[config.mk]
export PLATFORM = sky130hd
export DESIGN_NAME = mult_stim_gen
export DESIGN_NICKNAME = d
export VERILOG_FILES = /design/src/rtl/mult_stim_gen.sv
export SDC_FILE = /design/constraint.sdc
export NUM_CORES = 1
export LEC_CHECK = 0
export CAP_MARGIN = 40
export CORE_ASPECT_RATIO = 1.5
export CORE_MARGIN = 4
export CORE_UTILIZATION = 45
export DETAILED_ROUTE_END_ITERATION = 10
export PLACE_DENSITY = 0.64
export SYNTH_ARGS = -nofsm -noshare
export SYNTH_HDL_FRONTEND = slang
export SYNTH_SLANG_ARGS = --single-unit
export TNS_END_PERCENT = 1
[constraint.sdc]
create_clock -name clk -period 20.2 [get_ports clk]
set_input_delay 4.04 -clock clk [delete_from_list [all_inputs] [get_ports clk]]
set_output_delay 4.04 -clock clk [all_outputs]
set_load 0.1 [all_outputs]
[src/rtl/mult_stim_gen.sv]
// On-chip stimulus generator and self-checker for the signed parity-protected
// multiplier. Drives operands over a req/ack handshake, waits for result_rdy,
// compares the returned product against a locally computed expectation and
// keeps transaction and error counts.
//
// state      | meaning
// -----------+-------------------------------------------------------------
// S_IDLE     | after reset, waiting for start
// S_GEN      | advance LFSR, register operands, parities and injection type
// S_REQ      | req high, waiting for ack (bounded by wait timer)
// S_WAIT_RDY | waiting for result_rdy (bounded by wait timer)
// S_CHECK    | compare captured result, count transaction
// S_DONE     | run finished or aborted; done level held until next start
module mult_stim_gen #(
    parameter int unsigned DATA_W    = 16,
    parameter int unsigned NUM_TXN   = 1000,
    parameter logic [31:0] LFSR_SEED = 32'hACE1_2345,
    parameter bit          PERR_EN   = 1'b1,
    parameter int unsigned TIMEOUT   = 255
) (
    input  logic                  clk,
    input  logic                  rst_n,
    input  logic                  start,
    input  logic [1:0]            mode,
    output logic [DATA_W-1:0]     arg_a,
    output logic                  arg_a_parity,
    output logic [DATA_W-1:0]     arg_b,
    output logic                  arg_b_parity,
    output logic                  req,
    input  logic                  ack,
    input  logic                  result_rdy,
    input  logic [2*DATA_W-1:0]   result,
    input  logic                  result_parity,
    input  logic                  arg_parity_error,
    output logic                  busy,
    output logic                  done,
    output logic                  timeout,
    output logic [31:0]           txn_cnt,
    output logic [15:0]           err_cnt
);

    localparam int unsigned RES_W  = 2 * DATA_W;
    // Galois feedback mask for x^32 + x^22 + x^2 + x + 1, right-shifting form
    localparam logic [31:0] LFSR_MASK = 32'h8020_0003;
    localparam int unsigned WAIT_W = (TIMEOUT > 1) ? $clog2(TIMEOUT) : 1;
    // Down-counter load: terminal count at zero gives exactly TIMEOUT cycles
    localparam logic [WAIT_W-1:0] WAIT_LOAD = WAIT_W'(TIMEOUT - 1);

    typedef enum logic [2:0] {
        S_IDLE,
        S_GEN,
        S_REQ,
        S_WAIT_RDY,
        S_CHECK,
        S_DONE
    } state_t;

    state_t              state, state_nxt;
    logic [31:0]         lfsr;
    logic [31:0]         lfsr_step;
    logic [1:0]          mode_q;
    logic [WAIT_W-1:0]   wait_cnt;
    logic                wait_tc;
    logic                inj_a_q, inj_b_q;
    logic [RES_W-1:0]    res_q;
    logic                res_par_q;
    logic                ape_q;

    logic [DATA_W-1:0]   rand_a, rand_b;
    logic [DATA_W-1:0]   corn_a, corn_b;
    logic [DATA_W-1:0]   a_nxt, b_nxt;
    logic                inj_en, inj_a_nxt, inj_b_nxt;

    logic [RES_W-1:0]    a_ext, b_ext, prod;
    logic                inj_any;
    logic [RES_W-1:0]    exp_res;
    logic                exp_par;
    logic                mismatch;
    logic [31:0]         txn_inc;
    logic                last_txn;
    logic [15:0]         err_sat_inc;

    function automatic logic [DATA_W-1:0] corner_val(input logic [2:0] idx);
        logic [DATA_W-1:0] v;
        case (idx)
            3'd0:         v = '0;
            3'd1:         v = DATA_W'(1);
            3'd2, 3'd5:   v = {1'b0, {(DATA_W-1){1'b1}}};
            3'd3, 3'd6:   v = '1;
            default:      v = {1'b1, {(DATA_W-1){1'b0}}};
        endcase
        return v;
    endfunction

    // Next LFSR value and operand candidates derived from it
    always_comb begin
        lfsr_step = {1'b0, lfsr[31:1]} ^ (lfsr[0] ? LFSR_MASK : 32'd0);
        rand_a    = lfsr_step[DATA_W-1:0];
        rand_b    = lfsr_step[31 -: DATA_W];
        corn_a    = corner_val(lfsr_step[2:0]);
        corn_b    = corner_val(lfsr_step[10:8]);
        a_nxt     = rand_a;
        b_nxt     = rand_b;
        case (mode_q)
            2'b01: begin
                a_nxt = corn_a;
                b_nxt = corn_b;
            end
            2'b10: begin
                a_nxt = (lfsr_step[2:0]  < 3'd5) ? corn_a : rand_a;
                b_nxt = (lfsr_step[10:8] < 3'd5) ? corn_b : rand_b;
            end
            2'b11: begin
                a_nxt = txn_cnt[DATA_W-1:0];
                b_nxt = ~txn_cnt[DATA_W-1:0];
            end
            default: ;
        endcase
        // L[5:4]: 01 both, 10 B only, 11 A only
        inj_en    = PERR_EN && (mode_q != 2'b11);
        inj_a_nxt = inj_en && lfsr_step[4];
        inj_b_nxt = inj_en && (lfsr_step[5] ^ lfsr_step[4]);
    end

    // Expected multiplier response for the operands currently on the bus
    always_comb begin
        a_ext       = {{DATA_W{arg_a[DATA_W-1]}}, arg_a};
        b_ext       = {{DATA_W{arg_b[DATA_W-1]}}, arg_b};
        prod        = a_ext * b_ext;
        inj_any     = inj_a_q | inj_b_q;
        exp_res     = inj_any ? '0 : prod;
        exp_par     = inj_any ? 1'b0 : ^prod;
        mismatch    = (res_q != exp_res) || (res_par_q != exp_par) || (ape_q != inj_any);
        txn_inc     = txn_cnt + 32'd1;
        last_txn    = (txn_inc == NUM_TXN);
        err_sat_inc = (err_cnt == 16'hFFFF) ? err_cnt : err_cnt + 16'd1;
        wait_tc     = (wait_cnt == '0);
    end

    // State register
    always_ff @(posedge clk or negedge rst_n) begin
        if (!rst_n) state <= S_IDLE;
        else        state <= state_nxt;
    end

    // Next-state and state-decoded outputs
    always_comb begin
        state_nxt = state;
        req       = 1'b0;
        busy      = 1'b0;
        done      = 1'b0;
        case (state)
            S_IDLE: begin
                if (start) state_nxt = S_GEN;
            end
            S_GEN: begin
                busy      = 1'b1;
                state_nxt = S_REQ;
            end
            S_REQ: begin
                busy = 1'b1;
                req  = 1'b1;
                if (ack)          state_nxt = S_WAIT_RDY;
                else if (wait_tc) state_nxt = S_DONE;
            end
            S_WAIT_RDY: begin
                busy = 1'b1;
                if (result_rdy)   state_nxt = S_CHECK;
                else if (wait_tc) state_nxt = S_DONE;
            end
            S_CHECK: begin
                busy      = 1'b1;
                state_nxt = last_txn ? S_DONE : S_GEN;
            end
            S_DONE: begin
                done = 1'b1;
                if (start) state_nxt = S_GEN;
            end
            default: state_nxt = S_IDLE;
        endcase
    end

    // Datapath: LFSR, operands, wait timer, result capture and counters
    always_ff @(posedge clk or negedge rst_n) begin
        if (!rst_n) begin
            lfsr         <= LFSR_SEED;
            mode_q       <= 2'b00;
            arg_a        <= '0;
            arg_b        <= '0;
            arg_a_parity <= 1'b0;
            arg_b_parity <= 1'b0;
            inj_a_q      <= 1'b0;
            inj_b_q      <= 1'b0;
            wait_cnt     <= '0;
            res_q        <= '0;
            res_par_q    <= 1'b0;
            ape_q        <= 1'b0;
            txn_cnt      <= 32'd0;
            err_cnt      <= 16'd0;
            timeout      <= 1'b0;
        end else begin
            case (state)
                S_IDLE, S_DONE: begin
                    if (start) begin
                        txn_cnt <= 32'd0;
                        err_cnt <= 16'd0;
                        timeout <= 1'b0;
                        mode_q  <= mode;
                    end
                end
                S_GEN: begin
                    lfsr         <= lfsr_step;
                    arg_a        <= a_nxt;
                    arg_b        <= b_nxt;
                    arg_a_parity <= (^a_nxt) ^ inj_a_nxt;
                    arg_b_parity <= (^b_nxt) ^ inj_b_nxt;
                    inj_a_q      <= inj_a_nxt;
                    inj_b_q      <= inj_b_nxt;
                    wait_cnt     <= WAIT_LOAD;
                end
                S_REQ: begin
                    if (ack) begin
                        wait_cnt <= WAIT_LOAD;
                    end else if (wait_tc) begin
                        timeout <= 1'b1;
                        err_cnt <= err_sat_inc;
                    end else begin
                        wait_cnt <= wait_cnt - 1'b1;
                    end
                end
                S_WAIT_RDY: begin
                    if (result_rdy) begin
                        res_q     <= result;
                        res_par_q <= result_parity;
                        ape_q     <= arg_parity_error;
                    end else if (wait_tc) begin
                        timeout <= 1'b1;
                        err_cnt <= err_sat_inc;
                    end else begin
                        wait_cnt <= wait_cnt - 1'b1;
                    end
                end
                S_CHECK: begin
                    txn_cnt <= txn_inc;
                    if (mismatch) err_cnt <= err_sat_inc;
                end
                default: ;
            endcase
        end
    end

endmodule

==> summary.md, run 1 <==
| Metric | Value |
|---|---|
| Async set-reset flop share out of synthesis | `1.00` |
| Commonest non-fill, non-tap cell in the layout | `nand2_1` |
| DIE WIDTH | `177 um` |
| Global route overflow | `0` |
| Part of the power in registers | `0.167` |
| Maxcap violations | `0` |
| TritonCTS clock tree | `done` |
| Final antenna-violating net count | `0` |
| Worst-case clock buffer depth | `2` |
| Largest net degree at the start of global routing | `105` |
| Clock sinks | `164` |
| CP required | `20.57 ns` |
| Final nets | `2,673` |
| Area taken by multi-input logic gates | `13,700 um^2` |
| Vias in the first global route | `16,960` |
| Post-Place Cells | `2,828` |
| First-pass GRT wire length | `87,600 um` |
| M2 GR Usage | `0.439` |
| Non-filler instance count after layout | `2,860` |
| Slowest cell on crit path | `dfrtp_1` |
| DR WL/cell | `18.6 um` |
| Internal | `1.83 mW` |
| VDD IR-drop max | `0.337 mV` |
| Most frequent cells in the layout | `nand2_1 (356), fa_1 (262), inv_1 (250)` |
| Total number of vias | `15,920` |
| Initial antenna violation count | `0` |
| Psw | `1.72 mW` |
| Count of port buffers added during placement | `126` |
| Worst path top cell family by delay | `adder cells` |
| Io pins | `127` |
| Core ar. | `42,100 um^2` |
| Vias per inst | `5.57` |
| Sum Neg Setup Slack | `0 ns` |
| Gr usage total | `0.237` |
| Worst-path clk slew | `0.07 ns` |
| Post-CTS sizing | `0` |
| Post-synth net total | `2,543` |
| Mapped Cells | `2,153` |
| Synth area leader | `fa_1` |
| Synth area leaders | `fa_1 (27%), dfrtp_1 (19%), nand2_1 (7.0%), ha_1 (5.7%), inv_1 (4.9%)` |
| Crit-path max FO | `21` |
| Most Crowded Layer GR | `met2` |
| Total CTS buffers | `17` |
| Slew @ Worst Pin | `0.908 ns` |
| Met3 usage | `0.0221` |
| CP arrival | `9.37 ns` |
| Power share of the clock group | `0.091` |
| Post-CTS Hold Fix Bufs | `0` |
| Register area | `4120 um^2` |
| Post-synth EDFFs | `0` |
| Max_slew headroom | `0.395` |
| Post-detail-place hpwl | `41,700 um` |
| Crit share post-route | `0.446` |
| CP most frequent cell | `fa_1` |
| Final setup vio count | `0` |
| Initial Util | `0.457` |
| WP buf/inv | `4` |
| Worst skew pair latency | `0.45 ns` |
| CP Capture Type | `flop` |
| Synth warnings | `0` |
| Filler instances | `3,825` |
| Max Fclk | `111 MHz` |
| RD Place Congestion | `0.881` |
| Dpl cell area | `22,500 um^2` |
| H-tree depth | `4` |
| Synth Area per Inst | `8.94 um^2` |
| # DRC | `0` |
| Seq/Total Area, Yosys | `0.214` |
| Status | `finished, final reports clean` |
| WS Path Type | `reg -> reg` |
| Switching Fraction | `0.485` |
| Pre-Repair DR Iteration Count | `5` |
| Post-synth top area share | `0.272` |
| Rows | `92` |
| Gate power share | `0.742` |
| Share of cells above drive strength 1 | `0.0893` |
| CP max stage delay | `0.93 ns` |
| Static leakage | `9.29 nW` |
| Root Buffer | `clkbuf_16` |
| Synth Flop Type | `dfrtp_1` |
| GR Util met1 | `0.270` |
| Setup Buffers After CTS | `0` |
| Final Cell Area | `23,100 um^2` |
| Final core occ | `0.547` |
| Count of final hold-check violations | `0` |
| Crit path time final | `9.00 ns` |
| HP Class | `reg -> reg` |
| Slew Limit Fails | `0` |
| #FFs+latches synth | `164` |
| P&R area growth vs syn | `19.7%` |
| Routed wire length | `53,200 um` |
| Post-synthesis cell area | `19,300 um^2` |
| Synth cell types | `74` |
| Pwr/cell area | `154 nW/um^2` |
| Clk_skew | `0.0141 ns` |
| Worst setup SP type | `flop` |
| RSZ-0062 raised after global routing | `no` |
| DIE HEIGHT | `261 um` |
| Initial DRC Count | `995` |
| Die area | `46,200 um^2` |
| ANT cells | `0` |
power by group through the flow:
stage | Sequential (mW) | Combinational [mW] | Clock (mW)
global placement | 0.592 | 2.46 | 0
finish | 0.593 | 2.63 | 0.323
floorplan | 0.649 | 1.92 | 0
detailed placement | 0.595 | 2.63 | 0
global route | 0.606 | 2.84 | 0.346
CTS | 0.588 | 2.64 | 0.332
synthesized netlist by cell type, types with 23 or more instances:
| library cell | instances |
|---|---|
| dfrtp_1 | 150 |
| a21oi_1 | 82 |
| nand4_1 | 25 |
| xnor2_1 | 88 |
| nand2_1 | 357 |
| mux2_2 | 34 |
| o21ai_0 | 140 |
| inv_1 | 250 |
| nand2b_1 | 24 |
| a31oi_1 | 27 |
| xor2_1 | 28 |
| nand3_1 | 27 |
| fa_1 | 262 |
| clkbuf_1 | 110 |
| and2_1 | 86 |
| nor2_1 | 105 |
| ha_1 | 87 |
| and3_1 | 23 |
stage by stage:
stage	setup slack [ns]	hold slack, ns	total power, mW
after floorplan	11.69	0.442	2.57
after global placement	10.95	0.455	3.05
after detailed placement	11.23	0.460	3.22
after CTS	11.18	0.473	3.56
after global routing	10.56	0.490	3.79
final	11.20	0.472	3.55
path summary, 6_finish.rpt:
| check | cells past startpoint | startpoint | slack [ns] | endpoint |
|---|---|---|---|---|
| min in group asynchronous | 1 | rst_n | 3.47 | lfsr[11] |
| setup / recovery | 25 | arg_b[4] | 11.20 | err_cnt[14] |
| setup reg to reg | 25 | arg_b[4] | 11.20 | err_cnt[14] |
| hold / removal | 2 | lfsr[29] | 0.47 | lfsr[29] |
| hold reg to reg | 2 | lfsr[29] | 0.47 | lfsr[29] |
| max in group asynchronous | 4 | rst_n | 15.47 | res_q[4] |
per-layer routing:
metal	part of all wire	wire length, um	vias to the layer above
met5	0	0	-
met4	0.050	2680	0
met3	0.038	2000	165
met2	0.55	29000	473
met1	0.37	19500	8000
li1	-	-	7282
cell families (layout without fill, tap and decap cells):
logic type | Yosys count | after routing | share of synthesized area
muxes | 39 | 39 | 0.0225
buffers and inverters | 370 | 513 | 0.0728
adders and majority gates | 349 | 349 | 0.329
and+or+nand+nor | 734 | 734 | 0.180
DFF | 164 | 164 | 0.214
xor gates and xnor gates | 127 | 127 | 0.0647
AOI/OAI and AO/OA | 370 | 370 | 0.117
state kept, by name, summed over array words and instances (netlist names):
register      cells
lfsr             32
res_q            32
txn_cnt          32
arg_a            16
arg_b            16
err_cnt          16
wait_cnt          8
state             3
mode_q            2
ape_q             1
arg_a_parity      1
arg_b_parity      1
inj_a_q           1
inj_b_q           1
res_par_q         1
timeout           1
layout make-up:
type	instances	area share
flip-flops and latches	164	0.179
well taps	564	0.0306
clock inverters	14	0.00635
repair buffers	230	0.129
multi-input cells	1619	0.596
inverters	251	0.0409
clock buffers	18	0.0186
worst min-delay path, cell delays in order (launching register included):
cell,delay (ns)
dfstp_2,0.38
nand2_1,0.05
nand2_1,0.04
No activity file was read; power rests on OpenSTA's default activity.
==> run 2, diff against run 1 <==
--- a/config.mk
+++ b/config.mk
@@ -10,7 +10,7 @@
 export CORE_MARGIN = 4
 export CORE_UTILIZATION = 45
 export DETAILED_ROUTE_END_ITERATION = 10
-export PLACE_DENSITY = 0.64
+export PLACE_DENSITY = 0.67
 export SYNTH_ARGS = -nofsm -noshare
 export SYNTH_HDL_FRONTEND = slang
 export SYNTH_SLANG_ARGS = --single-unit
==> constraint.sdc (replaced) <==
create_clock -name clk -period 7.25 [get_ports clk]
set_input_delay 1.45 -clock clk [delete_from_list [all_inputs] [get_ports clk]]
set_output_delay 1.45 -clock clk [all_outputs]
set_load 0.1 [all_outputs]
==> run 2 against run 1 <==
Effect of this change:
- the flow now finishes with violations (setup timing)
- via count rose by 5.8%
- critical path depth is 2 higher
- non-clock buffer count up 224
- die area unchanged
- clock skew is 0.00054 ns higher
- final cell count up 7.8%
- count of clock-buffer cells in the layout grew 4
- hold slack lost 0.0035 ns
- core utilization rose by 5.0 points
- sequential cell count unchanged
- combinational power grew to 3.1 times the previous value
- global-route usage up 0.48 points
==> summary.md, run 2 (synthesis gave the netlist of run 1 again) <==
| Metric | Value |
|---|---|
| Status | `complete, but fails checks` |
| Failing checks | `setup timing` |
| Final setup vio count | `16` |
| Global route overflow | `0` |
| WS Path Type | `reg -> reg` |
| Filler instances | `3,556` |
| DIE HEIGHT | `261 um` |
| Power share of the clock group | `0.090` |
| Worst Hold Endpoint | `lfsr[31]` |
| Crit share post-route | `1.08` |
| Io pins | `127` |
| Part of the power in registers | `0.142` |
| Vias per inst | `5.46` |
| H-tree depth | `4` |
| Total number of vias | `16,851` |
| Maxcap violations | `0` |
| Largest regs | `lfsr: 32 flops, res_q: 32 flops, txn_cnt: 32 flops` |
| Worst skew pair latency | `0.45 ns` |
| DR WL/cell | `17.8 um` |
| DIE WIDTH | `177 um` |
| HP Class | `reg -> reg` |
| Hold Crit Start | `lfsr[31]` |
| Slew @ Worst Pin | `0.955 ns` |
| Static leakage | `10.5 nW` |
| TritonCTS clock tree | `done` |
| Initial Util | `0.457` |
| Gr usage total | `0.241` |
| CP arrival | `8.18 ns` |
| Largest net degree at the start of global routing | `80` |
| Die area | `46,200 um^2` |
| Reg-to-reg setup timing slack | `-0.57 ns` |
| Count of final hold-check violations | `0` |
| RD Place Congestion | `0.933` |
| Root Buffer | `clkbuf_16` |
| Critical R2R Launch | `arg_a[10]` |
| Switching Fraction | `0.463` |
| Slew Limit Fails | `0` |
| Total CTS buffers | `17` |
| CP Capture Type | `flop` |
| Worst R2R Path Depth | `27` |
| Clock sinks | `164` |
| # DRC | `0` |
| Psw | `4.89 mW` |
| Crit path time final | `7.82 ns` |
| Final antenna-violating net count | `0` |
| Worst-path clk slew | `0.07 ns` |
| Worst setup SP type | `flop` |
| RSZ-0062 raised after global routing | `yes` |
| Final hold slack | `0.469 ns` |
| Gate power share | `0.768` |
| VDD IR-drop max | `1.05 mV` |
| Max_slew headroom | `0.361` |
| Final setup margin | `-0.574 ns` |
| Post-detail-place hpwl | `45,000 um` |
| Final nets | `2,897` |
| Commonest non-fill, non-tap cell in the layout | `nand2_1` |
| Pwr Total | `10.6 mW` |
| Hold path depth | `2` |
| Crit-path max FO | `32` |
| Clk_skew | `0.0146 ns` |
| Post-CTS Hold Fix Bufs | `0` |
| Initial DRC Count | `807` |
| Core ar. | `42,100 um^2` |
| Share of cells above drive strength 1 | `0.197` |
| CP required | `7.61 ns` |
| P&R area growth vs syn | `30.8%` |
| ANT cells | `0` |
| Pre-Repair DR Iteration Count | `5` |
| Rows | `92` |
| Initial antenna violation count | `0` |
| Worst-case clock buffer depth | `2` |
| Pwr/cell area | `420 nW/um^2` |
| R2r endpoint | `err_cnt[7]` |
| Max Fclk | `128 MHz` |
| Vias in the first global route | `18,130` |
| Routed wire length | `54,900 um` |
| Final core occ | `0.598` |
| First-pass GRT wire length | `89,900 um` |
| Count of port buffers added during placement | `126` |
| Most frequent cells in the layout | `nand2_1 (356), fa_1 (254), inv_1 (250)` |
| Internal | `5.68 mW` |
==> run 2: worst max-delay path by stage <==
stage,startpoint,to,slack (ns),depth (start not counted)
3_3_place_gp,arg_a[15],err_cnt[0],-0.57,26
3_5_place_dp,arg_b[2],err_cnt[7],-0.71,25
6_report,arg_a[10],err_cnt[7],-0.57,27
4_1_cts,arg_a[15],err_cnt[7],-0.62,27
5_1_grt,arg_a[15],err_cnt[7],-0.82,27
2_1_floorplan,arg_a[15],err_cnt[13],-0.71,27
==> run 2: layer usage <==
layer / part of all wire / vias to the layer above / global-route usage / wire (um)
li1: - / 7707 / - / -
met1: 0.34 / 8519 / 0.257 / 18700
met2: 0.57 / 461 / 0.472 / 31500
met3: 0.035 / 164 / 0.0254 / 1940
met4: 0.050 / 0 / 0.112 / 2730
met5: 0 / - / 0 / 0
==> run 2: power groups by stage <==
stage	Combinational, mW	Sequential (mW)	Clock [mW]
2_1_floorplan	5.14	1.83	0
3_3_place_gp	7.50	1.50	0
3_5_place_dp	8.01	1.51	0
4_1_cts	8.12	1.50	0.967
5_1_grt	8.76	1.53	1.00
6_report	8.12	1.50	0.952
==> run 2: worst max-delay path, stage by stage, from the launching register on <==
cell and delay [ns]:
dfrtp_4 0.49, buf_12 0.15, nand2_1 0.08, fa_1 0.44
fa_1 0.58, fa_1 0.47, fa_1 0.59, fa_1 0.46
fa_1 0.51, inv_1 0.07, ha_4 0.23, a211o_1 0.33
a221oi_4 0.26, a21oi_4 0.12, buf_4 0.16, buf_4 0.12
a21bo_2 0.21, buf_4 0.14, xor2_2 0.15, xnor2_1 0.14
xnor2_1 0.30, xnor3_1 0.39, xor3_1 0.28, o21ai_1 0.09
nor4b_4 0.16, buf_12 0.17, or4_1 0.50, a21oi_1 0.16
==> run 2: metrics by stage <==
step / TNS (ns) / instance area, um^2 / worst slack, ns / cells
2_1_floorplan: -9.86 / 19400 / -0.708 / 2153
3_3_place_gp: -8.92 / 22600 / -0.575 / 2944
3_5_place_dp: -10.77 / 24100 / -0.714 / 3034
4_1_cts: -7.52 / 24800 / -0.624 / 3068
5_1_grt: -11.56 / 25200 / -0.817 / 3084
6_report: -6.84 / 25200 / -0.574 / 3084
==> run 2: what timing repair did <==
item                       CTS  global route
cloned                       0             0
pin swaps                    8            32
setup endpoints to repair   16            16
gates resized for setup     11            39
setup buffers                2            16
hold endpoints to repair     0             0
==> run 2: area by class of cell <==
cell class	count	area, um^2	share of cell area
multi-input cells	1619	14000	0.557
flip-flops and latches	164	4190	0.166
repair buffers	454	4720	0.188
well taps	564	706	0.0280
inverters	251	942	0.0374
clock inverters	10	145	0.00576
clock buffers	22	454	0.0180
